--- src/rtl/rtc_pkg.sv ---
// ---------------------------------------------------------------------------
// rtc_pkg
// Shared types and constants for the stopwatch display scanner.
//   scan_state_t : scanner FSM states
//   SEG_BLANK    : all segments off (active-low)
//   SEG_DASH     : only segment g lit, shown for non-BCD nibbles
//   SEG_LUT      : nibble -> active-low {g,f,e,d,c,b,a}; A-F map to the dash
//   bcd_invalid  : true when any of the six nibbles exceeds 9
// ---------------------------------------------------------------------------
package rtc_pkg;

   typedef enum logic [1:0] {
      IDLE = 2'd0,
      REQ  = 2'd1,
      CAPT = 2'd2,
      SCAN = 2'd3
   } scan_state_t;

   localparam logic [6:0] SEG_BLANK = 7'h7F;
   localparam logic [6:0] SEG_DASH  = 7'h3F;

   // Index 15 is leftmost.
   localparam logic [15:0][6:0] SEG_LUT = {
      SEG_DASH, SEG_DASH, SEG_DASH, SEG_DASH, SEG_DASH, SEG_DASH,
      7'h10, 7'h00, 7'h78, 7'h02, 7'h12,
      7'h19, 7'h30, 7'h24, 7'h79, 7'h40
   };

   function automatic logic bcd_invalid(input logic [23:0] val);
      logic bad;
      bad = 1'b0;
      for (int n = 0; n < 6; n++) begin
         bad = bad | (val[4*n +: 4] > 4'd9);
      end
      return bad;
   endfunction

endpackage

--- src/rtl/rtc_bcd_to_7seg.sv ---
// ---------------------------------------------------------------------------
// rtc_bcd_to_7seg
// Combinational BCD nibble to active-low 7-segment decoder.
//   i_bcd : 4-bit digit value
//   o_seg : segments {g,f,e,d,c,b,a}, active-low; values above 9 give a dash
// ---------------------------------------------------------------------------
module rtc_bcd_to_7seg
   import rtc_pkg::*;
(
   input  logic [3:0] i_bcd,
   output logic [6:0] o_seg
);

   assign o_seg = SEG_LUT[i_bcd];

endmodule

--- src/rtl/rtc_display_scan.sv ---
// ---------------------------------------------------------------------------
// rtc_display_scan
// Reads the 24-bit BCD stopwatch count once per frame and multiplexes the
// six digits onto a common-anode 7-segment display.
//   i_rtcclk      : clock (counter domain)
//   i_reset_n     : async active-low reset
//   i_dispenb     : display enable; low blanks the display and idles
//   i_lzb         : leading-zero blanking enable
//   i_count       : BCD count, digit n = i_count[4n+3:4n]
//   o_latchcount  : one-cycle latch request to the counter
//   o_seg         : segments {g,f,e,d,c,b,a}, active-low
//   o_dp          : decimal point, active-low
//   o_an          : digit anodes, active-low one-hot-cold
//   o_bcd_err     : last snapshot held a nibble above 9
//
// state | meaning
// IDLE  | display blank, waiting for i_dispenb
// REQ   | o_latchcount high, anodes off
// CAPT  | count snapshot taken, digit 0 prepared
// SCAN  | digit r_digit lit for SCAN_DIV cycles each
// ---------------------------------------------------------------------------
module rtc_display_scan
   import rtc_pkg::*;
#(
   parameter int         SCAN_DIV   = 1000,
   parameter int         NUM_DIGITS = 6,
   parameter logic [5:0] DP_MASK    = 6'b010100
)(
   input  logic        i_rtcclk,
   input  logic        i_reset_n,
   input  logic        i_dispenb,
   input  logic        i_lzb,
   input  logic [23:0] i_count,
   output logic        o_latchcount,
   output logic [6:0]  o_seg,
   output logic        o_dp,
   output logic [5:0]  o_an,
   output logic        o_bcd_err
);

   generate
      if (NUM_DIGITS != 6) begin : g_bad_digits
         $error("rtc_display_scan: NUM_DIGITS must be 6");
      end
   endgenerate

   localparam int              DIV_W      = (SCAN_DIV > 1) ? $clog2(SCAN_DIV) : 1;
   localparam logic [DIV_W-1:0] DIV_LAST  = DIV_W'(SCAN_DIV - 1);
   localparam logic [2:0]      LAST_DIGIT = 3'(NUM_DIGITS - 1);
   localparam logic [7:0]      DP_EXT     = {2'b00, DP_MASK};

   scan_state_t       r_state;
   scan_state_t       w_state_nxt;
   logic [DIV_W-1:0]  r_div;
   logic [DIV_W-1:0]  w_div_nxt;
   logic [2:0]        r_digit;
   logic [2:0]        w_digit_nxt;
   logic [23:0]       r_snap;
   logic              r_bcd_err;
   logic              r_latch;
   logic [6:0]        r_seg;
   logic              r_dp;
   logic [5:0]        r_an;

   logic              w_clear;
   logic              w_show;
   logic              w_capt;
   logic [3:0]        w_snap_nib;
   logic [3:0]        w_nib;
   logic [6:0]        w_dec_seg;
   logic [7:0]        w_zero_from;
   logic              w_blank;
   logic [5:0]        w_an_dig;

   // ---------------- FSM ----------------
   always_ff @(posedge i_rtcclk or negedge i_reset_n) begin
      if (!i_reset_n) begin
         r_state <= IDLE;
         r_div   <= '0;
         r_digit <= '0;
      end else begin
         r_state <= w_state_nxt;
         r_div   <= w_div_nxt;
         r_digit <= w_digit_nxt;
      end
   end

   // w_show loads the output registers with digit w_digit_nxt;
   // w_clear blanks them.
   always_comb begin
      w_state_nxt = r_state;
      w_div_nxt   = r_div;
      w_digit_nxt = r_digit;
      w_clear     = 1'b0;
      w_show      = 1'b0;
      w_capt      = 1'b0;
      if (!i_dispenb) begin
         w_state_nxt = IDLE;
         w_clear     = 1'b1;
      end else begin
         case (r_state)
            IDLE: begin
               w_state_nxt = REQ;
               w_clear     = 1'b1;
            end
            REQ: begin
               w_state_nxt = CAPT;
               w_clear     = 1'b1;
            end
            CAPT: begin
               w_state_nxt = SCAN;
               w_capt      = 1'b1;
               w_div_nxt   = '0;
               w_digit_nxt = '0;
               w_show      = 1'b1;
            end
            SCAN: begin
               if (r_div == DIV_LAST) begin
                  w_div_nxt = '0;
                  if (r_digit == LAST_DIGIT) begin
                     w_state_nxt = REQ;
                     w_clear     = 1'b1;
                  end else begin
                     w_digit_nxt = r_digit + 3'd1;
                     w_show      = 1'b1;
                  end
               end else begin
                  w_div_nxt = r_div + 1'b1;
               end
            end
            default: begin
               w_state_nxt = IDLE;
               w_clear     = 1'b1;
            end
         endcase
      end
   end

   // ---------------- snapshot ----------------
   always_ff @(posedge i_rtcclk or negedge i_reset_n) begin
      if (!i_reset_n) begin
         r_snap    <= '0;
         r_bcd_err <= 1'b0;
      end else if (w_capt) begin
         r_snap    <= i_count;
         r_bcd_err <= bcd_invalid(i_count);
      end
   end

   // ---------------- digit decode ----------------
   always_comb begin
      case (w_digit_nxt)
         3'd0:    w_snap_nib = r_snap[3:0];
         3'd1:    w_snap_nib = r_snap[7:4];
         3'd2:    w_snap_nib = r_snap[11:8];
         3'd3:    w_snap_nib = r_snap[15:12];
         3'd4:    w_snap_nib = r_snap[19:16];
         3'd5:    w_snap_nib = r_snap[23:20];
         default: w_snap_nib = 4'd0;
      endcase
   end

   // Digit 0 is prepared during CAPT, before the snapshot register holds the
   // new count, so it is taken straight from the input.
   assign w_nib = (r_state == CAPT) ? i_count[3:0] : w_snap_nib;

   rtc_bcd_to_7seg u_dec (
      .i_bcd (w_nib),
      .o_seg (w_dec_seg)
   );

   // w_zero_from[k]: snapshot digits k..5 are all zero.
   genvar g;
   generate
      for (g = 0; g < 6; g++) begin : g_zero
         assign w_zero_from[g] = (r_snap[23:4*g] == '0);
      end
   endgenerate
   assign w_zero_from[7:6] = 2'b00;

   assign w_blank = i_lzb && (w_digit_nxt != 3'd0) && w_zero_from[w_digit_nxt];

   always_comb begin
      case (w_digit_nxt)
         3'd0:    w_an_dig = 6'h3E;
         3'd1:    w_an_dig = 6'h3D;
         3'd2:    w_an_dig = 6'h3B;
         3'd3:    w_an_dig = 6'h37;
         3'd4:    w_an_dig = 6'h2F;
         3'd5:    w_an_dig = 6'h1F;
         default: w_an_dig = 6'h3F;
      endcase
   end

   // ---------------- registered outputs ----------------
   always_ff @(posedge i_rtcclk or negedge i_reset_n) begin
      if (!i_reset_n) begin
         r_latch <= 1'b0;
         r_seg   <= SEG_BLANK;
         r_dp    <= 1'b1;
         r_an    <= 6'h3F;
      end else begin
         r_latch <= (w_state_nxt == REQ);
         if (w_clear) begin
            r_seg <= SEG_BLANK;
            r_dp  <= 1'b1;
            r_an  <= 6'h3F;
         end else if (w_show) begin
            r_seg <= w_blank ? SEG_BLANK : w_dec_seg;
            r_dp  <= ~(DP_EXT[w_digit_nxt] & ~w_blank);
            r_an  <= w_an_dig;
         end
      end
   end

   assign o_latchcount = r_latch;
   assign o_seg        = r_seg;
   assign o_dp         = r_dp;
   assign o_an         = r_an;
   assign o_bcd_err    = r_bcd_err;

endmodule

--- config.mk ---
export PLATFORM = sky130hd
export DESIGN_NAME = rtc_display_scan
export DESIGN_NICKNAME = d
export VERILOG_FILES = /design/src/rtl/rtc_pkg.sv /design/src/rtl/rtc_bcd_to_7seg.sv /design/src/rtl/rtc_display_scan.sv
export SDC_FILE = /design/constraint.sdc
export NUM_CORES = 1
export LEC_CHECK = 0
export ABC_AREA = 1
export BUFFER_PORTS_ARGS = -buffer_cell sky130_fd_sc_hd__buf_2
export CELL_PAD_IN_SITES_DETAIL_PLACEMENT = 0
export CELL_PAD_IN_SITES_GLOBAL_PLACEMENT = 1
export CORE_UTILIZATION = 32
export DETAILED_ROUTE_END_ITERATION = 7
export GPL_ROUTABILITY_DRIVEN = 0
export PLACE_DENSITY = 0.64
export SYNTH_ARGS = -nofsm -noshare
export SYNTH_HDL_FRONTEND = slang
export SYNTH_SLANG_ARGS = --single-unit
--- constraint.sdc ---
create_clock -name i_rtcclk -period 3.18 [get_ports i_rtcclk]
set_clock_uncertainty 0.1 [all_clocks]
set_input_delay 0.636 -clock i_rtcclk [delete_from_list [all_inputs] [get_ports i_rtcclk]]
set_output_delay 0.636 -clock i_rtcclk [all_outputs]
set_load 0.02 [all_outputs]
==> impl_metrics.env, run 1 <==
export IMPL_cts_sinks=55
export IMPL_crit_path_end_kind="register"
export IMPL_min_delay_path_class="in -> async"
export IMPL_worst_path_most_repeated_cell="nand2_1"
export IMPL_fillers=1051
export IMPL_place_area_mm2=0.00355
export IMPL_vdd_drop_max_mv=0.248
export IMPL_syn_area_per_cell_um2=7.76
export IMPL_final_cell_area_mm2=0.00363
export IMPL_tightestPinTransition_ns=0.676
export IMPL_synth_edff_count=0
export IMPL_cp_num_buf_inv=2
export IMPL_slowest_stage="dfrtp_1"
export IMPL_synthesis_area_mm2=0.00315
export IMPL_post_drt_wl_per_cell_um=13.0
export IMPL_startpoint_type="register"
export IMPL_slew_violations=0
export IMPL_route_detailed_drc=0
export IMPL_grt_pass1_vias=2644
export IMPL_max_cap_violations=0
export IMPL_rsz0062_at_grt="false"
export IMPL_grt_util_all_layers_pct=16.6
export IMPL_path_cells="inv_1, ha_1, nand2_1, nand4_1, nor2_4, a21oi_4, nor2_4, nand3_1, nand2_1, nor2_2, nand2_1, nand2_1, ha_1, inv_1, nand2_1, nand2_1, nand2_1, a21oi_1"
export IMPL_critPathMaxStageDelay_ns=0.39
export IMPL_drt_total_wl_um=7610
export IMPL_r2r_cells=18
export IMPL_cts_resized=0
export IMPL_cts_buffers=5
export IMPL_fin_crit_sh_pct=89.2
export IMPL_r2r_start="r_digit[1]"
export IMPL_nets=488
export IMPL_p_leak_nw=1.71
export IMPL_finalSetupViolCount=0
export IMPL_rr_endpoint="o_seg[3]"
export IMPL_yosysTopAreaCell="dfrtp_1"
export IMPL_fin_crit_ns=2.84
export IMPL_globalRoute_totalOverflow=0
export IMPL_rows=35
export IMPL_timing_fmax_mhz=352
export IMPL_die_w_um=101
export IMPL_critPathMaxFanout=9
export IMPL_ys_flop_type="dfrtp_1"
export IMPL_insertion_delay_ns=0.31
export IMPL_dr_max_layer_used="met4"
export IMPL_portBuffers=43
export IMPL_drt_iter0_drc=89
export IMPL_met2_length_um=3180
export IMPL_via_per_inst=4.55
export IMPL_synth_area_leaders="dfrtp_1 33%, nand2_1 14%, dfstp_2 12%, nor2_1 5.4%, inv_1 4.3%"
export IMPL_crit_path_end="o_seg[3]"
export IMPL_outcome="completed"
export IMPL_cp_arrival_ns=2.99
export IMPL_core_area_mm2=0.00937
export IMPL_cp_required_ns=3.33
export IMPL_tns_ns=0
export IMPL_power_density_mw_per_mm2=648
export IMPL_ys_ff_latch=55
export IMPL_path_depth=18
export IMPL_async_reset_ff_share_pct=100
export IMPL_cts_hold_buf=0
export IMPL_grt_max_degree=29
export IMPL_vias=2660
export IMPL_synth_top_area_share_pct=32.6
export IMPL_antenna_found_initial=0
export IMPL_synthTopCellsByCount="114 x nand2_1, 45 x nor2_1, 41 x dfrtp_1"
export IMPL_yosys_warnings=0
export IMPL_clock_path_buffers=2
export IMPL_hpwl_um=5880
export IMPL_yosysMostFrequentCell="nand2_1"
export IMPL_yosysSeqAreaShare_pct=44.2
export IMPL_ios=44
export IMPL_root_buffer="clkbuf_8"
export IMPL_start_util_pct=33.6
export IMPL_die_h_um=101
export IMPL_ant_nets=0
export IMPL_drive_above_1_share_pct=26.8
export IMPL_antenna_cells=0
export IMPL_clk_pin_slew_ns=0.10
export IMPL_regToRegSetupSlack_ns=0.34
export IMPL_dieArea_mm2=0.0102
export IMPL_hold_viol_final=0
export IMPL_worstSetupPathType="reg -> reg"
export IMPL_syn_inst=406
export IMPL_syn_to_final_growth_pct=15.4
export IMPL_cts_setup_buffers=0
export IMPL_wl_met1_um=3950
export IMPL_wl_met3_um=336
export IMPL_path_delay_family="simple AND/OR/NAND/NOR gates"
export IMPL_dr_pass1_iters=4
export IMPL_slew_headroom_pct=54.9
export IMPL_critical_path_startpoint="r_digit[1]"
export IMPL_synth_distinct_cells=42
export IMPL_syn_nets=440
export IMPL_cts_tree="yes"
export IMPL_grt_pass1_wl_um=13200
export IMPL_h_tree_depth=2
## metrics by stage
| stage | std cells | worst slack (ns) | power (mW) | hold WS [ns] | utilization [%] |
|---|---|---|---|---|---|
| 5_1_grt | 584 | 0.0500 | 2.58 | 0.291 | 38.8 |
| 6_report | 584 | 0.343 | 2.36 | 0.243 | 38.8 |
| 4_1_cts | 584 | 0.337 | 2.39 | 0.273 | 38.8 |
| 2_1_floorplan | 406 | 0.650 | 1.72 | 0.240 | - |
| 3_3_place_gp | 576 | 0.311 | 1.98 | 0.378 | 37.9 |
| 3_5_place_dp | 576 | 0.289 | 1.99 | 0.389 | 37.9 |
## logic make-up after synthesis
group,count (synthesis),synth area share [%]
compound gates,50,10.2
fa+ha+maj,6,2.38
xor+xnor,4,1.11
flops,55,44.2
buf+inv,57,6.99
simple gates,234,35.1
## final cells by class
cell class	instances	area [um^2]	area share, %
clock buffer	5	68.8	1.89
clock inverter	3	15.0	0.413
inverter	49	186	5.13
multi-input combinational	294	1540	42.3
sequential	55	1390	38.3
tap	129	161	4.44
timing repair buffer	49	273	7.50
## registers in the layout, summed over array words and instances, names as in the netlist, 2 cells and up
name     count
o_an         6
o_seg        7
r_digit      3
r_div       10
r_snap      24
r_state      2
## metal layers
| layer | up-vias | global-route usage, % |
|---|---|---|
| met3 | 10 | 2.76 |
| met1 | 1196 | 23.9 |
| met5 | - | 0 |
| met4 | 0 | 5.35 |
| met2 | 60 | 25.2 |
| li1 | 1394 | - |
## worst min-delay path by stage
stage | slack, ns | end | startpoint | cells after the start
6_report | 0.24 | r_div[3] | i_reset_n | 1
5_1_grt | 0.29 | r_div[3] | i_reset_n | 1
4_1_cts | 0.27 | r_div[3] | i_reset_n | 1
3_5_place_dp | 0.39 | r_snap[19] | r_snap[19] | 2
3_3_place_gp | 0.38 | r_snap[19] | r_snap[19] | 2
2_1_floorplan | 0.24 | o_bcd_err | i_reset_n | 0
## where the power goes
part / internal [mW] / switching (mW)
Clock: 0.152 / 0.236
Combinational: 0.311 / 0.572
Sequential: 0.919 / 0.167
## cell usage in the layout (no fill, tap or decap), types with 4 or more instances in the layout
cell type / instances
clkbuf_8: 5
nor2_4: 6
inv_2: 12
dfstp_2: 14
buf_2: 43
dfrtp_1: 41
o21ai_0: 20
nor2_2: 9
nor2_1: 45
a21oi_1: 8
nand2_1: 114
nand2_4: 4
inv_1: 36
nand3_1: 22
nand4_1: 8
ha_1: 6
nand2_2: 10
nor3_1: 7
buf_4: 5
(Power assumes the default switching activity.)
==> inputs of run 2 (changes only) <==
- CTS_BUF_LIST: not set -> sky130_fd_sc_hd__clkbuf_4 sky130_fd_sc_hd__clkbuf_8
- RECOVER_POWER: not set -> 50
==> run 2 against run 1 <==
  * The flow now finishes with violations (max-capacitance violations, max-slew violations)
  * Critical path type unchanged
  * Critical path depth did not move
  * Largest power group unchanged
  * Final area fell by 0.69%
  * Worst setup slack got worse by 0.00095 ns
  * Die area did not move
==> impl_metrics.env, run 2 (synthesized netlist as in run 1, its figures left out) <==
export IMPL_outcome="finished, violations left"
export IMPL_violations="max-capacitance violations, max-slew violations"
export IMPL_cp_required_ns=3.34
export IMPL_critPathMaxFanout=9
export IMPL_drt_total_wl_um=7580
export IMPL_grt_max_degree=29
export IMPL_critPathMaxStageDelay_ns=0.39
export IMPL_largest_register_ffs=24
export IMPL_clk_pin_slew_ns=0.10
export IMPL_rsz0062_at_grt="false"
export IMPL_clock_path_buffers=2
export IMPL_slew_headroom_pct=-2.90
export IMPL_ant_nets=0
export IMPL_postLayoutSetupSlackWorst_ns=0.342
export IMPL_placedCellCount=576
export IMPL_die_h_um=101
export IMPL_tns_ns=0
export IMPL_vdd_drop_max_mv=0.248
export IMPL_crit_path_end_kind="register"
export IMPL_startpoint_type="register"
export IMPL_max_cap_violations=1
export IMPL_hpwl_um=5880
export IMPL_fin_crit_sh_pct=89.3
export IMPL_globalRoute_totalOverflow=0
export IMPL_p_leak_nw=1.69
export IMPL_worst_path_most_repeated_cell="nand2_1"
export IMPL_final_cell_area_mm2=0.00361
export IMPL_fin_crit_ns=2.84
export IMPL_antenna_cells=0
export IMPL_cts_tree="yes"
export IMPL_root_buffer="clkbuf_8"
export IMPL_route_detailed_drc=0
export IMPL_drive_above_1_share_pct=25.7
export IMPL_slew_violations=29
export IMPL_core_area_mm2=0.00937
export IMPL_min_delay_path_class="reg -> reg"
export IMPL_place_area_mm2=0.00355
export IMPL_cts_setup_buffers=0
export IMPL_cts_sinks=55
export IMPL_ios=44
export IMPL_path_cells="inv_1, ha_1, nand2_1, nand4_1, nor2_4, a21oi_4, nor2_4, nand3_1, nand2_1, nor2_2, nand2_1, nand2_1, ha_1, inv_1, nand2_1, nand2_1, nand2_1, a21oi_1"
export IMPL_vias=2658
export IMPL_multi_input_area_mm2=0.00153
export IMPL_cp_arrival_ns=2.99
export IMPL_pre_cts_slack_ns=0.289
export IMPL_grt_pass1_wl_um=13200
export IMPL_fillers=1056
export IMPL_grt_pass1_vias=2644
export IMPL_finalSetupViolCount=0
export IMPL_via_per_inst=4.55
export IMPL_insertion_delay_ns=0.31
export IMPL_seq_area_mm2=0.00139
export IMPL_antenna_found_initial=0
export IMPL_rows=35
export IMPL_post_drt_wl_per_cell_um=13.0
export IMPL_cts_resized=0
export IMPL_drt_iter0_drc=91
export IMPL_portBuffers=43
export IMPL_dr_pass1_iters=5
export IMPL_worstSetupPathType="reg -> reg"
export IMPL_syn_to_final_growth_pct=14.6
export IMPL_start_util_pct=33.6
export IMPL_tightestPinTransition_ns=1.54
export IMPL_final_cell_mix="115 x nand2_1, 46 x nor2_1, 42 x buf_2, 41 x dfrtp_1, 37 x inv_1"
export IMPL_nets=488
export IMPL_cts_hold_buf=0
export IMPL_slowest_stage="dfrtp_1"
export IMPL_power_density_mw_per_mm2=651
export IMPL_die_w_um=101
export IMPL_cts_buffers=5
export IMPL_postLayoutCoreUtil_pct=38.5
export IMPL_dieArea_mm2=0.0102
export IMPL_hold_viol_final=0
export IMPL_grt_util_all_layers_pct=16.6
export IMPL_h_tree_depth=2
export IMPL_timing_fmax_mhz=352
export IMPL_finalNonFillerCells=584
export IMPL_final_common_cell="nand2_1"
export IMPL_top_register="r_snap"
## run 2: through the flow
| stage | total power, mW | hold WS (ns) |
|---|---|---|
| final | 2.35 | 0.407 |
| after global routing | 2.58 | 0.423 |
| after CTS | 2.39 | 0.273 |
| after detailed placement | 1.99 | 0.389 |
| after global placement | 1.98 | 0.378 |
| after floorplan | 1.72 | 0.240 |
## run 2: layer usage
| metal | GRT usage, % | share of wire [%] | vias to the layer above |
|---|---|---|---|
| met1 | 23.9 | 52 | 1202 |
| met3 | 2.76 | 4.2 | 8 |
| li1 | - | - | 1394 |
| met4 | 5.35 | 1.2 | 0 |
| met2 | 25.2 | 42 | 54 |
| met5 | 0 | 0 | - |
## run 2: critical path: cells and delay by family (launching register included)
family	cells	cell delay (ns)
AOI/OAI and AO/OA	2	0.42
DFF	1	0.39
adders and majority gates	2	0.40
and+or+nand+nor	12	1.32
buffers and inverters	2	0.16
## run 2: final timing paths
kind                               to  startpoint  cells after the start  slack (ns)
max in group asynchronous   r_snap[0]   i_reset_n                      2        0.97
hold reg to reg            r_snap[19]  r_snap[19]                      2        0.41
min in group asynchronous    r_div[3]   i_reset_n                      1        0.58
hold / removal             r_snap[19]  r_snap[19]                      2        0.41
setup reg to reg             o_seg[3]  r_digit[1]                     18        0.34
setup / recovery             o_seg[3]  r_digit[1]                     18        0.34
## run 2: power breakdown
| group | internal (mW) | switching [mW] |
|---|---|---|
| Sequential | 0.919 | 0.166 |
| Combinational | 0.308 | 0.570 |
| Clock | 0.152 | 0.237 |
## run 2: cell type report
type	count	area share, %
inverters	49	5.16
well taps	129	4.47
clock inverters	3	0.416
multi-input cells	294	42.4
clock buffers	5	1.91
repair buffers	49	7.00
flip-flops and latches	55	38.6
